===== src/rtl/simd_pkg.sv =====
// Shared types and sizes for the packed SIMD datapath (adder and subtractor).
package simd_pkg;

  localparam int unsigned LANE_W = 8;
  localparam int unsigned LANES  = 4;
  localparam int unsigned WORD_W = LANE_W * LANES;
  localparam int unsigned CNT_W  = $clog2(LANES);

  typedef enum logic [1:0] {
    S_IDLE,
    S_BUSY,
    S_DONE
  } simd_state_t;

  // Operand bundle captured at the accept edge
  typedef struct packed {
    logic [WORD_W-1:0] x;
    logic [WORD_W-1:0] y;
    logic              sat;
  } simd_op_t;

endpackage


===== src/rtl/simd_sub_seq_if.sv =====
// Valid/ready operand and result bus of the lane-serial SIMD subtractor.
interface simd_sub_seq_if;
  import simd_pkg::*;

  logic              in_valid;
  logic              in_ready;
  logic [WORD_W-1:0] x;
  logic [WORD_W-1:0] y;
  logic              sat;
  logic              out_valid;
  logic              out_ready;
  logic [WORD_W-1:0] diff;
  logic [LANES-1:0]  borrow;

  modport master (
    output in_valid, x, y, sat, out_ready,
    input  in_ready, out_valid, diff, borrow
  );

  modport slave (
    input  in_valid, x, y, sat, out_ready,
    output in_ready, out_valid, diff, borrow
  );

endinterface


===== src/rtl/simd_lane_sub.sv =====
// One-lane unsigned subtractor with optional clamp-to-zero on borrow.
module simd_lane_sub
  import simd_pkg::*;
(
  input  logic [LANE_W-1:0] a,
  input  logic [LANE_W-1:0] b,
  input  logic              sat,
  output logic [LANE_W-1:0] d,
  output logic              borrow
);

  logic [LANE_W:0] wide;

  // Extra top bit of the widened difference is the lane borrow
  always_comb begin
    wide   = {1'b0, a} - {1'b0, b};
    borrow = wide[LANE_W];
    d      = (sat && borrow) ? '0 : wide[LANE_W-1:0];
  end

endmodule


===== src/rtl/simd_sub_seq.sv =====
// Lane-serial packed SIMD subtractor: one lane per clock, LSB lane first.
module simd_sub_seq
  import simd_pkg::*;
(
  input  logic          clk,
  input  logic          rst,
  simd_sub_seq_if.slave bus
);

  simd_state_t       state;
  simd_state_t       state_next;
  simd_op_t          op_q;
  logic [CNT_W-1:0]  cnt;
  logic [WORD_W-1:0] diff_q;
  logic [LANES-1:0]  borrow_q;
  logic              in_ready_q;
  logic              out_valid_q;

  logic [LANE_W-1:0] lane_a;
  logic [LANE_W-1:0] lane_b;
  logic [LANE_W-1:0] lane_d;
  logic              lane_borrow;
  logic              accept_c;
  logic              last_lane_c;

  assign accept_c    = bus.in_valid && in_ready_q;
  assign last_lane_c = (cnt == CNT_W'(LANES - 1));

  // State register
  always_ff @(posedge clk or posedge rst) begin
    if (rst) state <= S_IDLE;
    else     state <= state_next;
  end

  // Next-state logic
  always_comb begin
    state_next = state;
    case (state)
      S_IDLE:  if (accept_c)      state_next = S_BUSY;
      S_BUSY:  if (last_lane_c)   state_next = S_DONE;
      S_DONE:  if (bus.out_ready) state_next = S_IDLE;
      default:                    state_next = S_IDLE;
    endcase
  end

  // Handshake flags registered from the upcoming state
  always_ff @(posedge clk or posedge rst) begin
    if (rst) begin
      in_ready_q  <= 1'b1;
      out_valid_q <= 1'b0;
    end else begin
      in_ready_q  <= (state_next == S_IDLE);
      out_valid_q <= (state_next == S_DONE);
    end
  end

  // Counter-selected lane of the registered operands
  always_comb begin
    lane_a = '0;
    lane_b = '0;
    for (int unsigned k = 0; k < LANES; k++) begin
      if (cnt == CNT_W'(k)) begin
        lane_a = op_q.x[k*LANE_W +: LANE_W];
        lane_b = op_q.y[k*LANE_W +: LANE_W];
      end
    end
  end

  simd_lane_sub u_lane (
    .a      (lane_a),
    .b      (lane_b),
    .sat    (op_q.sat),
    .d      (lane_d),
    .borrow (lane_borrow)
  );

  // Operand capture, lane counter and result accumulation
  always_ff @(posedge clk or posedge rst) begin
    if (rst) begin
      op_q     <= '0;
      cnt      <= '0;
      diff_q   <= '0;
      borrow_q <= '0;
    end else if (accept_c) begin
      op_q     <= '{x: bus.x, y: bus.y, sat: bus.sat};
      cnt      <= '0;
      diff_q   <= '0;
      borrow_q <= '0;
    end else if (state == S_BUSY) begin
      for (int unsigned k = 0; k < LANES; k++) begin
        if (cnt == CNT_W'(k)) begin
          diff_q[k*LANE_W +: LANE_W] <= lane_d;
          borrow_q[k]                <= lane_borrow;
        end
      end
      cnt <= cnt + CNT_W'(1);
    end
  end

  assign bus.in_ready  = in_ready_q;
  assign bus.out_valid = out_valid_q;
  assign bus.diff      = diff_q;
  assign bus.borrow    = borrow_q;

endmodule


===== src/flat_wrapper.sv =====
// flat-port wrapper written by rule: the top's interface ports become plain ports
module simd_sub_seq_flat import simd_pkg::*;
  (clk, rst, bus_in_valid, bus_x, bus_y, bus_sat, bus_out_ready, bus_in_ready, bus_out_valid, bus_diff, bus_borrow);
  simd_sub_seq_if bus_i ();
  input  logic clk;
  input  logic rst;
  input wire logic [$bits(bus_i.in_valid)-1:0] bus_in_valid;
  input wire logic [$bits(bus_i.x)-1:0] bus_x;
  input wire logic [$bits(bus_i.y)-1:0] bus_y;
  input wire logic [$bits(bus_i.sat)-1:0] bus_sat;
  input wire logic [$bits(bus_i.out_ready)-1:0] bus_out_ready;
  output wire logic [$bits(bus_i.in_ready)-1:0] bus_in_ready;
  output wire logic [$bits(bus_i.out_valid)-1:0] bus_out_valid;
  output wire logic [$bits(bus_i.diff)-1:0] bus_diff;
  output wire logic [$bits(bus_i.borrow)-1:0] bus_borrow;
  assign bus_i.in_valid = bus_in_valid;
  assign bus_i.x = bus_x;
  assign bus_i.y = bus_y;
  assign bus_i.sat = bus_sat;
  assign bus_i.out_ready = bus_out_ready;
  assign bus_in_ready = bus_i.in_ready;
  assign bus_out_valid = bus_i.out_valid;
  assign bus_diff = bus_i.diff;
  assign bus_borrow = bus_i.borrow;
  simd_sub_seq u_core (.clk(clk), .rst(rst), .bus(bus_i));
endmodule

===== config.mk =====
export PLATFORM = sky130hd
export DESIGN_NAME = simd_sub_seq_flat
export DESIGN_NICKNAME = d
export VERILOG_FILES = /design/src/rtl/simd_pkg.sv /design/src/rtl/simd_sub_seq_if.sv /design/src/rtl/simd_lane_sub.sv /design/src/rtl/simd_sub_seq.sv /design/src/flat_wrapper.sv
export SDC_FILE = /design/constraint.sdc
export NUM_CORES = 1
export LEC_CHECK = 0
export CAP_MARGIN = 15
export CELL_PAD_IN_SITES_DETAIL_PLACEMENT = 1
export CELL_PAD_IN_SITES_GLOBAL_PLACEMENT = 2
export CORE_MARGIN = 1.5
export CORE_UTILIZATION = 27
export DETAILED_ROUTE_END_ITERATION = 12
export GPL_ROUTABILITY_DRIVEN = 0
export PLACE_DENSITY_LB_ADDON = 0.3
export SYNTH_ARGS = -nofsm -noshare
export SYNTH_HDL_FRONTEND = slang
export SYNTH_SLANG_ARGS = --single-unit

===== constraint.sdc =====
create_clock -name clk -period 3.4 [get_ports clk]
set_input_delay 0.68 -clock clk [delete_from_list [all_inputs] [get_ports clk]]
set_output_delay 0.68 -clock clk [all_outputs]
set_load 0.005 [all_outputs]

==> qor.txt <==
Post-Route WL: 15.66 mm
FP Rows: 50
crit path from: u_core.cnt[0]
die height: 142.3 um
Final Critical Period: 3.172 ns
maxcap violations: 0
Syn Nets: 705
DR iter-0 viols: 224
fin cells: 986
Layout area overhead: 34.03%
DRC Markers: 0
post-synth top area share: 50.66%
EDFF count, synth: 0
WS Path Type: flip-flop to flip-flop
largest net degree at the start of global routing: 76
Slew @ Worst Pin: 0.7741 ns
clk_lat worst skew: 0.36 ns
Hold Path Class: flip-flop to flip-flop
# diodes: 0
status: finished clean
post-detail-place hpwl: 11.48 mm
Cell Chain, Critical Path: inv_2, ha_4, buf_4, nand3b_1, a21oi_1, a21oi_1, nor2_1, a21oi_1, fa_1, nand2b_1, a21oi_4, a21boi_4, or3_1, a21oi_1
clock buffer depth: 2
Synth Register Bits: 107
startpoint types: flip-flop
arrival time worst endpoint: 3.45 ns
final hold vios: 0
synth warn: 0
Levels on crit path: 14
Ports: 107
relative slew slack: 48.27%
Remaining Overflow, GRT: 0
clk_skew: 0.01312 ns
Slew Viols, Final: 0
Worst Setup End Kind: flip-flop
dpl cells: 967
path depth of the worst reg2reg path: 14
Die X-Extent: 142.3 um
initial antenna violation count: 0
Seq/Total Area, Yosys: 51.16%
Starting Density: 27.72%
setup tns final: 0 ns
Via Count: 4619
CP required: 3.68 ns
CP max stage cell: fa_1
CTS sink count: 107
post-synthesis async set-or-reset flop share: 100.0%
first-pass GRT wire length: 25.71 mm
vias in the first global route: 5071
slowest stage delay, CP: 0.47 ns
maximum clock rate: 0.3153 GHz
Mapped Cells: 623
Num CTS Buffers: 9
CTS tree: yes
vias per cell: 4.685
ys flop type: dfrtp_1
Top Family by Delay on Critical Path: compound AO/OA/AOI/OAI gates
layout cells sized above 1: 8.127%
Final nets: 803
CTS H-Tree Depth: 3
GRT Overall Usage: 16.21%
Post-Synthesis Cell Area: 5236 um2
R2R Setup Slk: 0.23 ns
termination of the worst setup path: u_core.bus.diff[24]
Port Buf Inserts: 106
core area: 18890 um2
critical path buffer and inverter count: 2
most common cell in the synthesized netlist: nand2_1
Power Density: 1129 nW/um2
Pleak: 3.208 nW
reg2reg end: u_core.bus.diff[24]
Die ar.: 20240 um2
Syn Area/Cell: 8.405 um2
CTS root buffer: clkbuf_16
drt wl/cell: 15.88 um
most common library cells after synthesis: nand2_1, dfrtp_1, a21oi_1
Synth cell types: 44
leading area contributor after synthesis: dfrtp_1
final setup fails: 0
Clk pin slew, worst setup/hold paths: 0.07 ns
final period utilization: 93.29%
worst r2r src: u_core.cnt[0]
critical path's most frequent cell: a21oi_1
Synth area leaders: dfrtp_1, nand2_1, a21oi_1
DRT Pass-1 Iters: 4
Critical Path Fanout Max: 11
Routed Antenna Nets: 0
VDD IR max: 0.0004397 V
==> final cells by class <==
type,instances,area (um2)
clock buffers,9,225.2
inverters,5,22.52
well taps,260,325.3
flip-flops and latches,107,2680
clock inverters,7,87.58
repair buffers,131,1265
multi-input cells,467,2412
fillers,2234,11880
==> worst register-to-register path, stage by stage (launching register included) <==
cell,delay [ns]
dfrtp_2,0.45
inv_2,0.10
ha_4,0.18
buf_4,0.16
nand3b_1,0.08
a21oi_1,0.14
a21oi_1,0.07
nor2_1,0.14
a21oi_1,0.08
fa_1,0.47
nand2b_1,0.22
a21oi_4,0.30
a21boi_4,0.16
or3_1,0.39
a21oi_1,0.16
==> cell usage in the layout (no fill, tap or decap), drive strengths merged, types with 6 or more instances in the layout <==
| cell type | n |
|---|---|
| nor3 | 13 |
| o21a | 6 |
| a32o | 8 |
| clkdlybuf4s50 | 106 |
| dfrtp | 106 |
| nand3 | 10 |
| nor2 | 30 |
| buf | 25 |
| ha | 12 |
| clkbuf | 9 |
| a21oi | 59 |
| or3 | 12 |
| nand3b | 16 |
| o21ai | 11 |
| nand2 | 246 |
==> state kept, by name, summed over array words and instances (netlist names) <==
| name | cells |
|---|---|
| u_core.op_q | 65 |
| u_core.bus.diff | 32 |
| u_core.bus.borrow | 4 |
| u_core.cnt | 2 |
| u_core.state | 2 |
| u_core.bus.in_ready | 1 |
| u_core.bus.out_valid | 1 |
==> stage by stage <==
stage	util, %	total power, mW	hold slack (ns)	instance area [um2]	setup slack [ns]
after global routing	37.15	8.667	0.5196	7018	-0.003790
after CTS	36.78	7.858	0.4921	6949	0.02865
after floorplan	-	5.078	0.4359	5240	0.3260
final	37.15	7.926	0.4889	7018	0.2280
after detailed placement	35.11	6.723	0.4707	6634	-0.1095
after global placement	35.11	6.541	0.4594	6634	0.07524
==> where the power goes <==
group          switching [mW]  internal [mW]  total [mW]
logic                    2.69           1.95        4.64
clock network           0.504          0.583        1.09
registers               0.375           1.82        2.20
total                    3.57           4.35        7.93
==> layer usage <==
| layer | global-route usage (%) | wire length [um] | up-vias |
|---|---|---|---|
| met2 | 29.24 | 8016 | 74 |
| met3 | 2.860 | 501 | 18 |
| met1 | 19.73 | 6907 | 2271 |
| met4 | 4.721 | 231 | 0 |
| met5 | 0 | 0 | - |
| li1 | - | - | 2256 |
==> worst min-delay path by stage <==
stage | start | endpoint | slack (ns) | cells past startpoint
final | u_core.op_q[21] | u_core.op_q[21] | 0.49 | 2
after global routing | u_core.op_q[25] | u_core.op_q[25] | 0.52 | 2
after CTS | u_core.op_q[21] | u_core.op_q[21] | 0.49 | 2
after detailed placement | u_core.op_q[21] | u_core.op_q[21] | 0.47 | 2
after global placement | u_core.state[1] | u_core.state[0] | 0.46 | 1
after floorplan | u_core.state[1] | u_core.state[0] | 0.44 | 1
==> logic make-up (layout without fill, tap and decap cells) <==
group                    count (synthesis)  in the layout  share of synthesized area (%)
AND/OR/NAND/NOR                        341            341                          27.48
AO/OA/AOI/OAI                          104            105                          12.78
flip-flops                             107            107                          51.16
XOR/XNOR                                 3              3                         0.5019
adder cells (fa/ha/maj)                 13             13                          3.250
buffers and inverters                   50            152                          3.847
multiplexers                             5              5                         0.9797
==> what timing repair did <==
action                                  4_1_cts  5_1_grt
pin swaps                                     0        2
gates cloned                                  0        1
endpoints found under the setup margin       15       28
endpoints found under the hold margin         0        0
buffers inserted                              0        2
resized for setup                             1       12
hold buffers                                  0        0
Note: power is estimated with default switching activity, not from simulation.
